`src/rtl/wishbone_slave_adapter.sv`:
```
// rtl/wishbone_slave_adapter.sv - Wishbone B4 classic-cycle slave bridged to a req/valid local slave
// All outputs registered; a watchdog terminates requests the local slave never answers.
module wishbone_slave_adapter #(
  parameter int DATA_WIDTH     = 32,
  parameter int ADDR_WIDTH     = 32,
  parameter int TAGSIZE        = 2,
  parameter int TIMEOUT        = 16,
  parameter int RTY_ON_TIMEOUT = 0
) (
  input  logic                    clk_i,
  input  logic                    rst_i,
  input  logic [ADDR_WIDTH-1:0]   wb_adr_i,
  input  logic [DATA_WIDTH-1:0]   wb_dat_i,
  input  logic [DATA_WIDTH/8-1:0] wb_sel_i,
  input  logic                    wb_we_i,
  input  logic                    wb_cyc_i,
  input  logic                    wb_stb_i,
  input  logic [TAGSIZE-1:0]      wb_tga_i,
  input  logic [TAGSIZE-1:0]      wb_tgc_i,
  input  logic [TAGSIZE-1:0]      wb_tgd_i,
  output logic [DATA_WIDTH-1:0]   wb_dat_o,
  output logic [TAGSIZE-1:0]      wb_tgd_o,
  output logic                    wb_ack_o,
  output logic                    wb_err_o,
  output logic                    wb_rty_o,
  output logic                    req_o,
  output logic [ADDR_WIDTH-1:0]   addr_o,
  output logic [DATA_WIDTH-1:0]   data_o,
  output logic [DATA_WIDTH/8-1:0] sel_o,
  output logic                    we_o,
  input  logic [DATA_WIDTH-1:0]   data_i,
  input  logic                    valid_i,
  input  logic                    err_i
);

  localparam int SEL_W = DATA_WIDTH / 8;
  localparam int CNT_W = (TIMEOUT > 1) ? $clog2(TIMEOUT) : 1;
  localparam logic [CNT_W-1:0] CNT_LAST = (TIMEOUT > 0) ? CNT_W'(TIMEOUT - 1) : '0;

  typedef enum logic [1:0] {IDLE, REQ, RESP} state_t;

  state_t                  state, state_n;
  logic [CNT_W-1:0]        cnt, cnt_n;
  logic                    req_n, we_n, ack_n, err_n, rty_n;
  logic [ADDR_WIDTH-1:0]   addr_n;
  logic [DATA_WIDTH-1:0]   data_n, dat_n;
  logic [SEL_W-1:0]        sel_n;
  logic [TAGSIZE-1:0]      tgd_n;

  // Cycle and data tags are accepted on the bus but carry no meaning here.
  logic unused_tags;
  assign unused_tags = ^{wb_tgc_i, wb_tgd_i};

  always_ff @(posedge clk_i or posedge rst_i) begin
    if (rst_i) begin
      state    <= IDLE;
      cnt      <= '0;
      req_o    <= 1'b0;
      addr_o   <= '0;
      data_o   <= '0;
      sel_o    <= '0;
      we_o     <= 1'b0;
      wb_dat_o <= '0;
      wb_tgd_o <= '0;
      wb_ack_o <= 1'b0;
      wb_err_o <= 1'b0;
      wb_rty_o <= 1'b0;
    end else begin
      state    <= state_n;
      cnt      <= cnt_n;
      req_o    <= req_n;
      addr_o   <= addr_n;
      data_o   <= data_n;
      sel_o    <= sel_n;
      we_o     <= we_n;
      wb_dat_o <= dat_n;
      wb_tgd_o <= tgd_n;
      wb_ack_o <= ack_n;
      wb_err_o <= err_n;
      wb_rty_o <= rty_n;
    end
  end

  always_comb begin
    state_n = state;
    cnt_n   = cnt;
    req_n   = req_o;
    addr_n  = addr_o;
    data_n  = data_o;
    sel_n   = sel_o;
    we_n    = we_o;
    dat_n   = wb_dat_o;
    tgd_n   = wb_tgd_o;
    ack_n   = 1'b0;
    err_n   = 1'b0;
    rty_n   = 1'b0;

    case (state)
      IDLE: begin
        if (wb_cyc_i && wb_stb_i) begin
          addr_n  = wb_adr_i;
          data_n  = wb_dat_i;
          sel_n   = wb_sel_i;
          we_n    = wb_we_i;
          tgd_n   = wb_tga_i;
          req_n   = 1'b1;
          cnt_n   = '0;
          state_n = REQ;
        end
      end

      REQ: begin
        cnt_n = cnt + 1'b1;
        // Abort beats any local response; err beats valid; valid beats the watchdog.
        if (!wb_cyc_i) begin
          req_n   = 1'b0;
          state_n = IDLE;
        end else if (err_i) begin
          req_n   = 1'b0;
          err_n   = 1'b1;
          state_n = RESP;
        end else if (valid_i) begin
          req_n   = 1'b0;
          ack_n   = 1'b1;
          if (!we_o) begin
            dat_n = data_i;
          end
          state_n = RESP;
        end else if ((TIMEOUT != 0) && (cnt == CNT_LAST)) begin
          req_n = 1'b0;
          if (RTY_ON_TIMEOUT != 0) begin
            rty_n = 1'b1;
          end else begin
            err_n = 1'b1;
          end
          state_n = RESP;
        end
      end

      // Terminations drop here; the bus is not sampled so a held stb is not re-latched.
      RESP: begin
        state_n = IDLE;
      end

      default: begin
        state_n = IDLE;
      end
    endcase
  end

endmodule

```
`config.mk`:
```
export PLATFORM = sky130hd
export DESIGN_NAME = wishbone_slave_adapter
export DESIGN_NICKNAME = d
export VERILOG_FILES = /design/src/rtl/wishbone_slave_adapter.sv
export SDC_FILE = /design/constraint.sdc
export NUM_CORES = 1
export LEC_CHECK = 0
export ABC_CLOCK_PERIOD_IN_PS = 4300
export CAP_MARGIN = 20
export CORE_MARGIN = 5
export CORE_UTILIZATION = 37
export CTS_BUF_LIST = sky130_fd_sc_hd__clkbuf_8
export DETAILED_ROUTE_END_ITERATION = 12
export GPL_TIMING_DRIVEN = 0
export PLACE_DENSITY = 0.78
export SYNTH_ARGS = -nofsm -noshare
export SYNTH_HDL_FRONTEND = slang
export SYNTH_SLANG_ARGS = --single-unit
```
`constraint.sdc`:
```
create_clock -name clk_i -period 4.3 [get_ports clk_i]
set_clock_uncertainty 0.2 [all_clocks]
set_input_delay 1.075 -clock clk_i [delete_from_list [all_inputs] [get_ports clk_i]]
set_output_delay 1.075 -clock clk_i [all_outputs]
set_load 0.02 [all_outputs]
```
Word level (Yosys, flattened, before mapping)
Index checks and enable logic that the tools add are counted.
{"block": "classes", "add_sub_neg": 1, "mul": 0, "div_mod_pow": 0, "magnitude_cmp": 0, "eq_ne": 4, "n_shift": 0, "mux": 23, "bitwise_logic": 2, "n_reduce_logical": 8}
{"cell": "$mux W1", "count": 14}
{"cell": "$mux W2", "count": 5}
{"cell": "$pmux W4 S2", "count": 1}
{"cell": "$reduce_and A2 Y1", "count": 3}
{"cell": "$ne A5 B5 Y1 const B", "count": 1}
{"cell": "$reduce_and A5 Y1", "count": 1}
{"cell": "$add A4 B1 Y4 const B", "count": 1}
{"cell": "$eq A4 B4 Y1 const B", "count": 1}
{"cell": "$mux W4", "count": 1}
{"cell": "$pmux W2 S2", "count": 1}
{"cell": "$reduce_and A3 Y1", "count": 1}
{"cell": "$eq A2 B1 Y1 const B", "count": 1}
{"cell": "$logic_not A2 Y1", "count": 1}
{"cell": "$ne A2 B2 Y1 const B", "count": 1}
{"cell": "$not A1 Y1", "count": 2}
{"cell": "$pmux W1 S2", "count": 1}
{"cell": "$reduce_bool A2 Y1", "count": 1}
{"cell": "$logic_and A1 B1 Y1", "count": 1}
{"block": "word_totals", "register_bits": 112, "latch_bits": 0, "ramBits": 0, "rom_bits": 0, "in_bits": 113, "output_inout_bits": 107, "mem_count": 0}

Logic depth before layout (Yosys ltp)
Gate-level depths: netlist of the first run.
{"block": "logic_depth", "ltp_word": 6, "depth_mapped": 6, "mapped_depth_nobuf": 4}

Worst setup path before layout of the first run
No wires, ideal clock.
{"block": "synth_timing", "path_kind": "input to register", "start": "input valid_i", "end": "register wb_dat_o[0]", "setup_ns": 0.125, "arrival_ns": 2.156, "t_required_ns": 3.975, "path_slack_ns": 1.819, "stages": 5, "path_buffers": 2, "path_cell_list": "inv_1 -> or4_4 -> buf_6 -> buf_12 -> mux2_4"}
{"block": "synth_between", "elab_chain_cells": 1}
{"element": "start, declared", "line_no": "32", "rtl": "input logic valid_i,"}
{"element": "$reduce_and A5 Y1 (no source line)"}
{"element": "end signal, assigned", "line_no": "76", "rtl": "wb_dat_o <= dat_n;"}
{"element": "end, declared", "line_no": "21", "rtl": "output logic [DATA_WIDTH-1:0] wb_dat_o,"}
No other way between the ends.
A chain may end at the register's enable or synchronous reset.

Worst setup path in the final report of the first run
{"block": "layout_timing", "start": "input wb_cyc_i", "end": "register data_o[14]"}
{"block": "layout_between", "elab_chain_cells": 2}
{"element": "start, declared", "line_no": "16", "rtl": "input logic wb_cyc_i,"}
{"element": "$logic_and A1 B1 Y1", "line_no": "100", "rtl": "if (wb_cyc_i && wb_stb_i) begin"}
{"element": "$reduce_and A2 Y1 (no source line)"}
{"element": "end signal, assigned", "line_no": "73", "rtl": "data_o <= data_n;"}
{"element": "end, declared", "line_no": "28", "rtl": "output logic [DATA_WIDTH-1:0] data_o,"}
No other way between the ends.

==> results.txt, run 1 <==
The run finished with clean final reports. The all-layer global routing usage is 16.2%. The maximum clock path buffer count is 2. The number of flip-flops and latches in the synthesized netlist came out at 112. The library cell with the largest summed area after synthesis is sky130_fd_sc_hd__dfrtp_1. The met2 usage is 26.7%. The leakage component of the power came out at slightly above 3 nW. The final worst-path setup slack came out at around 1300 ps.

The number of pins with negative max-slew slack in the final report is 0. The startpoint identified for the worst hold timing path is data_o[30]$_DFFE_PP0P_. The final antenna diode count is 0.

The clock latency on the worst-skew pair is around 370 ps. By area the synthesized netlist is led by sky130_fd_sc_hd__dfrtp_1, sky130_fd_sc_hd__mux2_2, sky130_fd_sc_hd__mux2_4. Synthesis produced a netlist whose cell count is between 200 and 300. Static timing analysis puts the maximum clock frequency at approximately 0.34 GHz. CTS placed an instance of sky130_fd_sc_hd__clkbuf_8 at the clock tree root. In this run the critical register-to-register path is captured at data_o[14]$_DFFE_PP0P_. The synthesized netlist net count came out at between 300 and 400. Setup repair after global routing left no endpoint under its margin. The final critical delay including setup and external delays came out at between 2000 and 3000 ps. The count of warnings emitted by yosys came out at 0. The arrival time reported for the critical path endpoint came out at 3010 ps. The worst setup path is launched from an input port.

The count of antenna-violating nets left after detailed routing is 0. The library cell with the highest instance count after synthesis is sky130_fd_sc_hd__dfrtp_1. The width of the die came out at between 100 and 150 um. In the global route stage, met1 resource usage came out at approximately 18%.

The number of setup buffers added after CTS is 0. The summed instance area of the synthesized netlist came out at 4410 sq um. The worst hold path terminates at data_o[30]$_DFFE_PP0P_. The worst register-to-register path begins at state[0]$_DFFE_PP0P_. Among all flip-flop cells after synthesis, the most frequent one is sky130_fd_sc_hd__dfrtp_1. Across the run, the number of max-cap violations was 0. The area overhead of the layout relative to synthesis is 57.5%. The maximum resistive drop on vdd is between 0.0003 and 0.0004 V. The total grt overflow came out at 0. The die height came out at around 120 um.

For this design, the CTS-stage hold fixing added 0 buffers. In this run the mean area of a mapped cell was 17.1 sq um. The routed wire length is ~11000 um. The global routing stage identified its most utilized layer as met2. For this design the top-level I/O count stands at 220. The met3 layer usage reported by global route came out at 7.73%. The minimum setup slack among reg-to-reg paths came out at 2110 ps.

The multi-input combinational cell area is ~1500 sq um. The global-route wire length before repair came out at ~18000 um. The number of nets in the layout came out at 598. The fraction of layout instances using a drive strength above 1 is roughly 28%.

Clock tree synthesis found a total of around 110 sinks. The number of fillers in the final layout came out at 894. The number of CTS-inserted buffers is 9. The distinct cell type count of the synthesized netlist is 30. Of the available clock period, the critical path in the final layout requires 68.7%. The clock tree synthesis step divided the H-tree into 3 levels. The slew at the pin closest to its max-slew limit is around 670 ps. The initial antenna violation count came to 0. The average vias per placed instance came out at ~4.7. Of all nets on the critical path, the largest fanout is 10. The number of buffers inserted by port buffering came out at about 210. The final number of setup-violating endpoints is 0. After floorplanning, the core was sized to cover around 12000 sq um. The final-report hold violation count came out at 0. The number of detailed-route iterations in the first pass came out at 4. The half-perimeter wire length after placement is about 8500 um.

The worst slew slack as a fraction of its limit is 55.4%. The TritonCTS clock tree is yes. The required time at the worst-slack endpoint is between 4000 and 5000 ps. The clock transition time at the flip-flop clock pins of the worst setup and hold paths came out at around 90 ps.

Ranked by instance count, the synthesized netlist is headed by sky130_fd_sc_hd__dfrtp_1, sky130_fd_sc_hd__mux2_2, sky130_fd_sc_hd__mux2_4. The tightest min-delay check is of the flip-flop to flip-flop type. The power density over the cells came out at 463 nW/um^2. The part of the Yosys area used for sequential elements is ~64%. The number of resized instances in the post-cts repair step came out at 0. The pin count of the biggest net entering global routing is 61. The proportion of netlist area held by the largest area contributor is 63.5%. The per-cell routed wire length came out at 17.4 um. At the placement stage, the worst setup path has a slack of 885 ps. STA classifies the critical path endpoint as a flip-flop. The number of cells on the worst reg-to-reg path is 5.

The type of the worst setup path is input port to flip-flop. Registers take ~2800 sq um. The count of vias placed by the detailed router came out at ~3000. In the synthesized netlist the async set-or-reset flop fraction comes to 100%. The die covers 14200 sq um. The initial cell density of the core is between 30% and 40%. Counting flops with a built-in enable in the synthesized netlist gives 0.

The total power came out at about 3.2 mW. The last weighted congestion value of the routability-driven placer is roughly 0.76. The count of unresolved DRC violations after routing is 0. In this run, the number of DRC markers left after iteration 0 of detailed routing was roughly 120. Counting instances, the worst hold path has a depth of 1. The number of core rows came out at 39. The via count of the first global-routing pass came out at 3464.
[cells by family (layout without fill, tap and decap cells)]
logic type	count (synthesis)	count (layout)	share of synthesized area, %
buffers and inverters	16	247	3.12
AND/OR/NAND/NOR	16	16	2.55
flip-flops	112	112	63.5
AO/OA/AOI/OAI	7	7	1.11
multiplexers	105	105	29.3
other	1	1	0.0850
adder cells (fa/ha/maj)	1	1	0.284
[worst max-delay path by stage]
stage / slack, ps / from / depth (start not counted) / end
floorplan: 70 / rst_i / 1 / addr_o[0]$_DFFE_PP0P_
global route: 1240 / wb_cyc_i / 6 / data_o[14]$_DFFE_PP0P_
finish: 1350 / wb_cyc_i / 6 / data_o[14]$_DFFE_PP0P_
detailed placement: 890 / wb_cyc_i / 6 / data_o[14]$_DFFE_PP0P_
CTS: 1310 / wb_cyc_i / 6 / data_o[14]$_DFFE_PP0P_
global placement: -1450 / rst_i / 2 / addr_o[18]$_DFFE_PP0P_
[state kept, by name, indices dropped and copies added, names as in the netlist, 2 cells and up]
name      count
cnt           4
data_o       32
wb_dat_o     32
state         2
sel_o         4
wb_tgd_o      2
addr_o       32
[where the power goes]
| group | switching, mW | leakage (nW) | total, mW | internal, mW |
|---|---|---|---|---|
| logic | 0.525 | 1.60 | 1.22 | 0.696 |
| registers | 0.131 | 1.36 | 1.42 | 1.29 |
| clock network | 0.327 | 0.101 | 0.580 | 0.254 |
| total | 0.982 | 3.06 | 3.22 | 2.24 |
[routing by layer]
layer  wire, um  vias up
met4        251        0
met3       1140       19
li1           -     1353
met1       4110     1469
met2       5470      139
met5          0        -
[layout make-up]
type,instances,share of cell area [%]
Clock inverter,4,0.288
Clock buffer,12,2.38
Sequential cell,112,40.3
Multi-Input combinational cell,130,21.2
Buffer,14,1.87
Inverter,2,0.144
Tap cell,143,2.58
Timing Repair Buffer,215,31.2
[placed cells by master (no fill, tap or decap), drive strengths merged, types with 2 or more instances in the layout]
master         instances
o21ai                  2
mux2i                  2
inv                    4
clkdlybuf4s50        214
nand2                  3
clkbuf                13
nand3b                 2
mux2                 103
nand2b                 2
dfrtp                112
buf                   14
nor2                   2
[critical path, stage by stage]
cell and delay (ps):
sky130_fd_sc_hd__clkdlybuf4s50_1 560, sky130_fd_sc_hd__and4bb_2 240, sky130_fd_sc_hd__clkbuf_1 250, sky130_fd_sc_hd__buf_2 300, sky130_fd_sc_hd__buf_4 230, sky130_fd_sc_hd__mux2_2 360
[per-stage QoR]
step / hold slack [ps] / util (%) / setup TNS (ps) / instance area (sq um) / instances
6_report: 312 / 60.1 / 0 / 6950 / 632
5_1_grt: 323 / 60.1 / 0 / 6950 / 632
4_1_cts: 317 / 60.1 / 0 / 6950 / 632
3_5_place_dp: 291 / 58.5 / 0 / 6760 / 616
3_3_place_gp: 288 / 58.2 / -161800 / 6730 / 615
2_1_floorplan: 269 / - / 0 / 4410 / 258
No activity file was read; power rests on OpenSTA's default activity.
==> inputs of run 2 (changes only) <==
ABC_CLOCK_PERIOD_IN_PS = 2580   (was 4300)
clock period = 2.58 ns   (was 4.3 ns; I/O delays follow)
==> results.txt, run 2 (synthesis gave the netlist of run 1 again) <==
In the layout the commonest cells are sky130_fd_sc_hd__clkdlybuf4s50_1, sky130_fd_sc_hd__dfrtp_1, sky130_fd_sc_hd__mux2_2. Traced cell by cell, the critical path runs through clkdlybuf4s50_1, and4bb_2, clkbuf_1, buf_4, buf_4, mux2_2. The count of unresolved DRC violations after routing is 0. The setup slack after placement is -433 ps.

The combinational power share came out at 36.8%. The via count of the first global-routing pass is roughly 3400. The final critical delay including setup and external delays came out at roughly 2500 ps.

The slew at the pin closest to its max-slew limit came out at 773 ps. The floorplan step set the die height to between 100 and 150 um. The initial antenna violation count is 0. For this design the static power due to leakage is between 3 and 4 nW. The number of core rows came out at 39.

The required time at the worst-slack endpoint is between 2000 and 3000 ps. The flow ran to the end, and the final reports show no timing, DRC or antenna violations. Summing internal, switching and leakage power gives 5.56 mW. Leaving out fill and tap cells, the most frequent cell in the layout is sky130_fd_sc_hd__clkdlybuf4s50_1. The delay of the slowest cell on the worst path came out at approximately 560 ps.

The net switching power of the design came out at approximately 1.7 mW. The slowest cell on the critical path is sky130_fd_sc_hd__clkdlybuf4s50_1. TritonCTS built the clock tree.

The worst slew slack as a fraction of its limit came out at roughly half. The setup total negative slack came out at 0 ps. The design internal power came out at between 3 and 4 mW. Across the run, the number of max-cap violations was 0.

The maximum fanout count along the critical path is 10. The arrival time reported for the critical path endpoint came out at about 2500 ps. The clock passes through at most 2 buffers. The critical path contains buffers and inverters numbering 4 combined. The per-cell routed wire length came out at roughly 18 um. The number of pins with negative max-slew slack in the final report is 0. The first-iteration detailed-routing DRC count is 92. The pin count of the biggest net entering global routing is 43.

The largest registers in the layout are addr_o: 32 flops, data_o: 32 flops, wb_dat_o: 32 flops. After layout, the worst setup slack is roughly 110 ps. The clock transition time at the flip-flop clock pins of the worst setup and hold paths is about 90 ps. Summed over all layers, the routed wires come to around 11000 um.

The half-perimeter wire length after placement came out at ~8800 um. The total grt overflow is 0. The width of the die came out at between 100 and 150 um. Setup violations remaining at the end of the flow were counted as 0. The core region is around 12000 sq um. Buffers added to address setup during post-CTS repair amount to 0. The type of the worst setup path is input port to flip-flop. The last weighted congestion value of the routability-driven placer is 0.715.

The count of vias placed by the detailed router is slightly below 3000. The count of antenna-violating nets left after detailed routing came out at 0. The timing-limited maximum frequency came out at slightly above 0.4 GHz. The clock tree synthesis step divided the H-tree into 3 levels. STA classifies the critical path startpoint as an input port. The number of placed I/O pins came out at 220. The global-route wire length before repair is between 15000 and 20000 um. The number of buffers inserted by port buffering came out at 214.

The number of buffers added to fix hold violations after cts came out at 0. The number of CTS-inserted buffers is 9. IR analysis of the VDD net gives a maximum drop of 0.000629 V. Among the stages of the critical path, the cell type that occurs most often is sky130_fd_sc_hd__buf_4. In the finished design, the share of the clock period the worst path needs comes to ~96%. The number of nets in the layout is approximately 600.

STA classifies the critical path endpoint as a flip-flop. The die covers 14200 sq um. The power density over the cells came out at a little under 800 nW/um^2. Clock tree synthesis selected as its root buffer the cell sky130_fd_sc_hd__clkbuf_8. The kind of cell with the highest combined delay along the critical path is buffers and inverters. The part of the total power dissipated in the clock network is between 20% and 30%. For the worst-skew pair, the clock arrives at the later sink with an insertion delay of around 380 ps. The average vias per placed instance came out at 4.71.

In this run the worst hold path is classified as flip-flop to flip-flop. The final-report hold violation count is 0. The share of total power in sequential cells is between 40% and 50%. The net switching fraction of the power is about 30%. The fraction of layout instances using a drive strength above 1 came out at 28.0%. The all-layer global routing usage is 16.3%. In this run the register-to-register setup slack is approximately 450 ps. The final antenna diode count came out at 0.

Setup repair after global routing left no endpoint under its margin. The number of fillers in the final layout came out at 928. The number of detailed-route iterations in the first pass came out at 4. The initial cell density of the core came out at approximately two fifths. The area overhead of the layout relative to synthesis came out at 58.7%. The TritonCTS sink count is ~110.
==> run 2: area by class of cell <==
| cell class | instances | area, sq um | share of cell area (%) |
|---|---|---|---|
| well taps | 143 | 179 | 2.56 |
| clock buffers | 10 | 138 | 1.97 |
| plain buffers | 14 | 133 | 1.89 |
| clock inverters | 6 | 83.8 | 1.20 |
| flip-flops and latches | 112 | 2800 | 40.0 |
| repair buffers | 216 | 2180 | 31.2 |
| inverters | 2 | 11.3 | 0.161 |
| multi-input cells | 130 | 1470 | 21.0 |
==> run 2: through the flow <==
stage	std cells	hold slack, ps	utilization, %	cell area, sq um
global route	633	327	60.5	7000
global placement	615	288	58.2	6740
detailed placement	617	292	58.6	6780
floorplan	258	269	-	4410
CTS	633	314	60.5	7000
finish	633	313	60.5	7000
==> run 2: path summary, 6_finish.rpt <==
| path | startpoint | to | depth (start not counted) |
|---|---|---|---|
| setup / recovery | wb_cyc_i | data_o[8]$_DFFE_PP0P_ | 6 |
| hold / removal | wb_dat_o[6]$_DFFE_PP0P_ | wb_dat_o[6]$_DFFE_PP0P_ | 1 |
| setup reg to reg | state[0]$_DFFE_PP0P_ | data_o[8]$_DFFE_PP0P_ | 5 |
| hold reg to reg | wb_dat_o[6]$_DFFE_PP0P_ | wb_dat_o[6]$_DFFE_PP0P_ | 1 |
| max in group asynchronous | rst_i | sel_o[0]$_DFFE_PP0P_ | 3 |
| min in group asynchronous | rst_i | wb_dat_o[12]$_DFFE_PP0P_ | 2 |
==> run 2: timing repair <==
item,in CTS,in global routing
setup endpoints to repair,3,0
hold endpoints to repair,0,0
resized for setup,1,0
==> run 2: power groups by stage <==
stage                     sequential, mW  combinational (mW)  clock, mW
final                               2.36                2.04       1.15
after global routing                2.41                2.15       1.28
after CTS                           2.37                2.08       1.21
after detailed placement            2.40                2.07          0
after global placement              2.37                2.03          0
after floorplan                     2.85               0.512          0
==> run 2: metal layers <==
layer  vias to the layer above  share of wire [%]  track usage [%]
met3                        16                 11             8.91
met5                         -                  0                0
met4                         0                1.4             5.14
met2                       132                 50             27.2
met1                      1478                 38             17.8
li1                       1356                  -                -
